<file path="src/rtl/uart_tx_if.sv">
// Parallel-side request and serial-side status bundle for uart_tx.
// The master drives a byte plus framing options; the slave returns the line and busy.
interface uart_tx_if #(
  parameter int frame_data = 8
);
  logic [frame_data-1:0] p_data;
  logic                  data_valid;
  logic                  par_en;
  logic                  par_typ;
  logic                  tx_out;
  logic                  busy;

  modport master (
    output p_data, data_valid, par_en, par_typ,
    input  tx_out, busy
  );

  modport slave (
    input  p_data, data_valid, par_en, par_typ,
    output tx_out, busy
  );
endinterface

</file>
<file path="src/rtl/uart_tx.sv">
// UART transmitter clocked at the bit rate: start, LSB-first data, optional parity, stop.
// Line and busy are registered; a request is only taken while idle.
module uart_tx #(
  parameter int frame_data = 8
) (
  input  logic      clk,
  input  logic      rst,
  uart_tx_if.slave  bus
);

  localparam int CW = (frame_data > 1) ? $clog2(frame_data) : 1;
  localparam logic [CW-1:0] LAST_BIT = CW'(frame_data - 1);

  typedef enum logic [2:0] {
    IDLE,
    START,
    DATA,
    PARITY,
    STOP
  } state_t;

  state_t                state, state_n;
  logic [CW-1:0]         cnt, cnt_n;
  logic [frame_data-1:0] data_q, data_n;
  logic                  par_en_q, par_en_n;
  logic                  par_typ_q, par_typ_n;
  logic                  tx_q, tx_n;
  logic                  busy_q, busy_n;

  always_ff @(posedge clk or negedge rst) begin
    if (!rst) begin
      state     <= IDLE;
      cnt       <= '0;
      data_q    <= '0;
      par_en_q  <= 1'b0;
      par_typ_q <= 1'b0;
      tx_q      <= 1'b1;
      busy_q    <= 1'b0;
    end else begin
      state     <= state_n;
      cnt       <= cnt_n;
      data_q    <= data_n;
      par_en_q  <= par_en_n;
      par_typ_q <= par_typ_n;
      tx_q      <= tx_n;
      busy_q    <= busy_n;
    end
  end

  always_comb begin
    state_n   = state;
    cnt_n     = cnt;
    data_n    = data_q;
    par_en_n  = par_en_q;
    par_typ_n = par_typ_q;

    case (state)
      IDLE: begin
        if (bus.data_valid) begin
          state_n   = START;
          data_n    = bus.p_data;
          par_en_n  = bus.par_en;
          par_typ_n = bus.par_typ;
        end
      end
      START: begin
        state_n = DATA;
        cnt_n   = '0;
      end
      DATA: begin
        // Counter saturates on the last bit so it never wraps inside a frame.
        if (cnt == LAST_BIT) begin
          state_n = par_en_q ? PARITY : STOP;
        end else begin
          cnt_n = cnt + 1'b1;
        end
      end
      PARITY: state_n = STOP;
      STOP: begin
        state_n = IDLE;
        cnt_n   = '0;
      end
      default: state_n = IDLE;
    endcase
  end

  // Line value is decoded from the upcoming state so tx_out comes straight off a flop.
  always_comb begin
    tx_n   = 1'b1;
    busy_n = 1'b1;
    case (state_n)
      IDLE:    busy_n = 1'b0;
      START:   tx_n   = 1'b0;
      DATA:    tx_n   = data_n[cnt_n];
      PARITY:  tx_n   = (^data_n) ^ par_typ_n;
      STOP:    tx_n   = 1'b1;
      default: begin
        tx_n   = 1'b1;
        busy_n = 1'b0;
      end
    endcase
  end

  assign bus.tx_out = tx_q;
  assign bus.busy   = busy_q;

endmodule

</file>
<file path="src/flat_wrapper.sv">
// flat-port wrapper written by rule: the top's interface ports become plain ports
module uart_tx_flat 
#(
  parameter int frame_data = 8
)
  (clk, rst, bus_p_data, bus_data_valid, bus_par_en, bus_par_typ, bus_tx_out, bus_busy);
  uart_tx_if #(.frame_data(frame_data)) bus_i ();
  input  logic clk;
  input  logic rst;
  input wire logic [$bits(bus_i.p_data)-1:0] bus_p_data;
  input wire logic [$bits(bus_i.data_valid)-1:0] bus_data_valid;
  input wire logic [$bits(bus_i.par_en)-1:0] bus_par_en;
  input wire logic [$bits(bus_i.par_typ)-1:0] bus_par_typ;
  output wire logic [$bits(bus_i.tx_out)-1:0] bus_tx_out;
  output wire logic [$bits(bus_i.busy)-1:0] bus_busy;
  assign bus_i.p_data = bus_p_data;
  assign bus_i.data_valid = bus_data_valid;
  assign bus_i.par_en = bus_par_en;
  assign bus_i.par_typ = bus_par_typ;
  assign bus_tx_out = bus_i.tx_out;
  assign bus_busy = bus_i.busy;
  uart_tx #(.frame_data(frame_data)) u_core (.clk(clk), .rst(rst), .bus(bus_i));
endmodule
</file>
<file path="config.mk">
export PLATFORM = sky130hd
export DESIGN_NAME = uart_tx_flat
export DESIGN_NICKNAME = d
export VERILOG_FILES = /design/src/rtl/uart_tx_if.sv /design/src/rtl/uart_tx.sv /design/src/flat_wrapper.sv
export SDC_FILE = /design/constraint.sdc
export NUM_CORES = 1
export LEC_CHECK = 0
export BUFFER_PORTS_ARGS = -buffer_cell sky130_fd_sc_hd__buf_2
export CAP_MARGIN = 20
export CORE_MARGIN = 2
export CORE_UTILIZATION = 50
export DETAILED_ROUTE_END_ITERATION = 10
export GPL_ROUTABILITY_DRIVEN = 0
export MAX_ROUTING_LAYER = met4
export PLACE_DENSITY = 0.78
export SKIP_LAST_GASP = 1
export SLEW_MARGIN = 30
export SYNTH_ARGS = -nofsm -noshare
export SYNTH_HDL_FRONTEND = slang
export SYNTH_SLANG_ARGS = --single-unit
export TNS_END_PERCENT = 20
</file>
<file path="constraint.sdc">
create_clock -name clk -period 6.2 [get_ports clk]
set_input_delay 1.24 -clock clk [delete_from_list [all_inputs] [get_ports clk]]
set_output_delay 1.24 -clock clk [all_outputs]
set_load 0.02 [all_outputs]
</file>
==> flow_summary.toml, run 1 <==
[cts]
clk_pin_slew_worst_paths_ns = 0.09
cts_setup_buffers = 0
clock-sinks = 18
clkLatencyLatePin_ns = 0.30
cts_resized = 0
clockBufferDepth = 2
htreeDepth = 1
cts_hold_repair.buffers = 0
cts_root_buf = "clkbuf_4"
numCtsBuffers = 3
cts_tree = "yes"

[logic_synthesis]
synth_cell_types = 38
synth_area_mm2 = 0.001050
ys_seq_area_frac = 0.4303
synth_edf_count = 0
synth_flop_cell = "dfrtp_1"
synth.avg_cell_area_um2 = 10.71
ys_ff_latch = 18
syn_inst = 98
synth_nets = 112
synthArstFlopShare = 1.000
ys_warn_count = 0

[timing]
worstMarginPinSlew_ns = 0.7617
rsz0062_at_grt = "false"
final.setup.tns_ns = 0
finalMaxSlewViolations = 0
setup_viol = 0
period_share = 0.4798
min_period_ns = 2.975
clock.fmax_mhz = 336.2
fin_skew_ns = 0.005492
hold_viol = 0
max-slew-margin-rel = 0.4901

[global_route]
grt_pass1_vias = 786
overflow = 0
grt_use_total = 0.1911
grt_pass1_wl_um = 3505
grt_max_degree = 19
antenna_found_initial = 0

[worst_setup_path]
r2r-start = "u_core.state[2]"
worstSetupPathType = "input pin to flip-flop"
crit_path_end_kind = "flip-flop"
crit_path_max_fanout = 13
critPathLaunchType = "input pin"
crit_path_start = "bus_data_valid"
worstPathRequired_ns = 6.43
cp_data_arrival_time_ns = 3.20

[floorplanning]
boundaryPins = 15
initial_core_util = 0.5351
fp.dieArea_mm2 = 0.002482
core_mm2 = 0.001962
die_x_um = 49.82
die_y_um = 49.82
rows = 16

[route]
dr.first_iter.drc_count = 28
drtPass1Iterations = 4
drc = 0
ant_nets = 0
via_per_inst = 5.583
wl_um = 1930
wire_per_inst_um = 13.88
vias = 776

[placement]
place_area_mm2 = 0.001122
port_buffers = 14
hpwl_um = 1490

[cells_and_area]
antenna_cells = 0
drive_above_1_share = 0.2411
design_area_mm2 = 0.001149
final_nets = 127
syn2layout_area_growth_pct = 9.416
final_cell_mix = "nand2_1 (19), dfrtp_1 (17), buf_2 (14)"
layout_commonest_cell = "nand2_1"

[job]
maxCapViolations = 0

[power_and_ir_drop]
ir_drop_mv = 0.3451
p_per_area_mw_per_mm2 = 626.2
power.leakage_uw = 0.0005636
power_uw = 719.3

[worst_hold_path]
hp-class = "flip-flop to flip-flop"
hold_path_startpoint = "u_core.par_typ_q"

[status]
status = "finished, final reports clean"
==> flip-flops by register name, indices dropped and copies added, names as in the netlist <==
| signal | count |
|---|---|
| u_core.cnt | 3 |
| u_core.par_typ_q | 1 |
| u_core.state | 3 |
| u_core.data_q | 8 |
| u_core.bus.busy | 1 |
| u_core.bus.tx_out | 1 |
| u_core.par_en_q | 1 |
==> per-layer routing <==
layer,global-route usage,part of all wire,vias up
li1,-,-,377
met1,0.2411,0.44,378
met2,0.3178,0.50,19
met3,0.03939,0.049,2
met4,0.04167,0.0098,0
met5,-,0,-
==> critical path, cell delays in order <==
cell	delay (ns)
buf_2	0.09
nor4b_4	0.63
mux2_4	0.36
xnor3_1	0.38
xnor3_1	0.34
nand2_1	0.08
o211ai_2	0.08
==> Yosys cell counts, types with 3 or more instances <==
library cell   n  area [um2]
xnor2_1        6       52.55
nor2_1         4       15.01
nor3_1         3       15.01
dfrtp_1       17       425.4
nand2_1       19       71.32
inv_1          3       11.26
mux2i_1        7       70.07
mux2_2         3       33.78
==> cell type report <==
| class | instances | area [um2] |
|---|---|---|
| Fill cell | 195 | 813.3 |
| Sequential cell | 18 | 451.7 |
| Tap cell | 27 | 33.78 |
| Multi-Input combinational cell | 73 | 555.5 |
| Inverter | 3 | 11.26 |
| Clock buffer | 4 | 26.28 |
| Timing Repair Buffer | 14 | 70.07 |
==> logic make-up (layout without fill, tap and decap cells) <==
logic type      count (synthesis)  count (layout)  synth area share
fa+ha+maj                       2               2           0.02145
compound gates                 15              15            0.1192
mux                            11              11            0.1132
buf+inv                         7              21           0.04051
simple gates                   36              36            0.1740
flops                          18              18            0.4303
xor+xnor                        9               9            0.1013
==> power breakdown <==
group / switching, uW / total (uW) / internal (uW)
registers: 60.4 / 236 / 176
logic: 194 / 422 / 229
clock network: 35.5 / 60.6 / 25.1
==> path summary, 6_finish.rpt <==
path / end / slack [ns] / depth (start not counted)
worst max register to register: u_core.bus.tx_out / 3.57 / 6
worst max-delay path: u_core.bus.tx_out / 3.23 / 7
worst min-delay path: u_core.par_typ_q / 0.52 / 1
min in group asynchronous: u_core.cnt[2] / 0.85 / 1
max in group asynchronous: u_core.bus.tx_out / 5.03 / 1
worst min register to register: u_core.par_typ_q / 0.52 / 1
==> through the flow <==
step,instances,utilization,setup slack (ns),hold WS [ns]
finish,139,0.5855,3.225,0.5182
global route,139,0.5855,3.123,0.5344
CTS,139,0.5855,3.206,0.5264
detailed placement,135,0.5721,2.894,0.5051
global placement,135,0.5721,2.955,0.4882
floorplan,98,-,3.416,0.4660
No activity file was read; power rests on OpenSTA's default activity.
==> inputs of run 2 (changes only) <==
==> constraint.sdc (replaced) <==
create_clock -name clk -period 2.87 [get_ports clk]
set_input_delay 0.574 -clock clk [delete_from_list [all_inputs] [get_ports clk]]
set_output_delay 0.574 -clock clk [all_outputs]
set_load 0.02 [all_outputs]
==> flow_summary.toml, run 2 (synthesis results as in run 1) <==
[status]
status = "finished, final reports clean"

[worst_setup_path]
crit_path_end_kind = "flip-flop"
worstSetupPathType = "flip-flop to flip-flop"
crit_path_max_fanout = 11
ff2ff_path_depth = 7
cp_slowest_stage_delay_ns = 0.54
cp_cell_sequence = "maj3_1 -> a21o_1 -> a21oi_4 -> mux2i_1 -> nand3_1 -> a311oi_1 -> o211ai_2"
cp_data_arrival_time_ns = 2.66
critPathSlowestCell = "dfrtp_1"
worstPathRequired_ns = 3.09
critPathLaunchType = "flip-flop"

[worst_hold_path]
hp-class = "input pin to asynchronous set/reset pin"

[floorplanning]
boundaryPins = 15
die_y_um = 49.82
rows = 16
die_x_um = 49.82
initial_core_util = 0.5351
core_mm2 = 0.001962
fp.dieArea_mm2 = 0.002482

[route]
ant_nets = 0
dr.first_iter.drc_count = 15
wire_per_inst_um = 15.01
drtPass1Iterations = 4
wl_um = 2101
vias = 765
drc = 0
via_per_inst = 5.464

[cells_and_area]
drive_above_1_share = 0.2478
antenna_cells = 0
final_nets = 128
top_regs = "u_core.data_q: 8 flops, u_core.cnt: 3 flops, u_core.state: 3 flops"
final_cell_mix = "nand2_1 (19), dfrtp_1 (17), buf_2 (14)"
design_area_mm2 = 0.001156
layout_commonest_cell = "nand2_1"
syn2layout_area_growth_pct = 10.13
regMostFlops = "u_core.data_q"
largest_reg_flops = 8

[timing]
setup_viol = 0
finalMaxSlewViolations = 0
max-slew-margin-rel = 0.6799
clock.fmax_mhz = 408.9
final.setup.tns_ns = 0
fin_skew_ns = 0.003173
min_period_ns = 2.446
hold_viol = 0
rsz0062_at_grt = "false"
worstMarginPinSlew_ns = 0.4758
period_share = 0.8522

[placement]
port_buffers = 14
place_area_mm2 = 0.001130
hpwl_um = 1573

[global_route]
antenna_found_initial = 0
overflow = 0
grt_pass1_vias = 755
grt_use_total = 0.1951
grt_pass1_wl_um = 3532
grt_max_degree = 19

[cts]
clkLatencyLatePin_ns = 0.29
cts_setup_buffers = 0
clockBufferDepth = 2
numCtsBuffers = 3
cts_resized = 0
cts_tree = "yes"
clk_pin_slew_worst_paths_ns = 0.10
cts_hold_repair.buffers = 0
htreeDepth = 1
cts_root_buf = "clkbuf_4"
clock-sinks = 18

[power_and_ir_drop]
p_per_area_mw_per_mm2 = 1357
power.leakage_uw = 0.0005688
ir_drop_mv = 0.8404

[job]
maxCapViolations = 0
[run 2: changes by cell type in the layout (fill, tap and decap cells not counted), sizes merged]
cell	before	now
buf	14	15
[run 2: cell type report]
class,instances,area (um2)
multi-input combinational,73,555.5
inverter,3,11.26
sequential,18,451.7
fill,192,805.8
clock buffer,4,26.28
tap,27,33.78
timing repair buffer,15,77.57
[run 2: critical path, delay by kind of cell (launching register included)]
family / cells / cell delay, ns
AOI/OAI and AO/OA: 4 / 1.02
adders and majority gates: 1 / 0.46
DFF: 1 / 0.54
muxes: 1 / 0.24
and+or+nand+nor: 1 / 0.12
[run 2: metal layers]
| layer | wire length (um) | vias up | track usage | part of all wire |
|---|---|---|---|---|
| li1 | - | 373 | - | - |
| met1 | 863 | 363 | 0.2411 | 0.41 |
| met2 | 1088 | 25 | 0.3222 | 0.52 |
| met3 | 117 | 4 | 0.02424 | 0.056 |
| met4 | 30 | 0 | 0.08333 | 0.014 |
| met5 | 0 | - | - | 0 |
[run 2: where the power goes]
group | leakage (uW) | switching (uW) | internal, uW
clock network | 0.0000150 | 75.9 | 54.0
logic | 0.000335 | 426 | 500
registers | 0.000219 | 133 | 380
[run 2: path summary, 6_finish.rpt]
check | from | endpoint | slack (ns)
min in group clk | bus_par_en | u_core.par_en_q | 0.49
max reg2reg | u_core.state[2] | u_core.bus.tx_out | 0.42
max | u_core.state[2] | u_core.bus.tx_out | 0.42
min | rst | u_core.data_q[1] | 0.20
min reg2reg | u_core.par_typ_q | u_core.par_typ_q | 0.54
max in group asynchronous | rst | u_core.bus.tx_out | 2.35
[run 2: per-stage QoR]
stage / setup WS (ns) / power [uW] / hold WS, ns / utilization / std cells
floorplan: 0.7339 / 1284 / 0.2784 / - / 98
global placement: 0.5830 / 1398 / 0.5032 / 0.5759 / 136
detailed placement: 0.5223 / 1432 / 0.5134 / 0.5759 / 136
CTS: 0.4560 / 1571 / 0.2091 / 0.5893 / 140
global route: 0.2611 / 1694 / 0.2154 / 0.5893 / 140
finish: 0.4242 / 1569 / 0.1965 / 0.5893 / 140
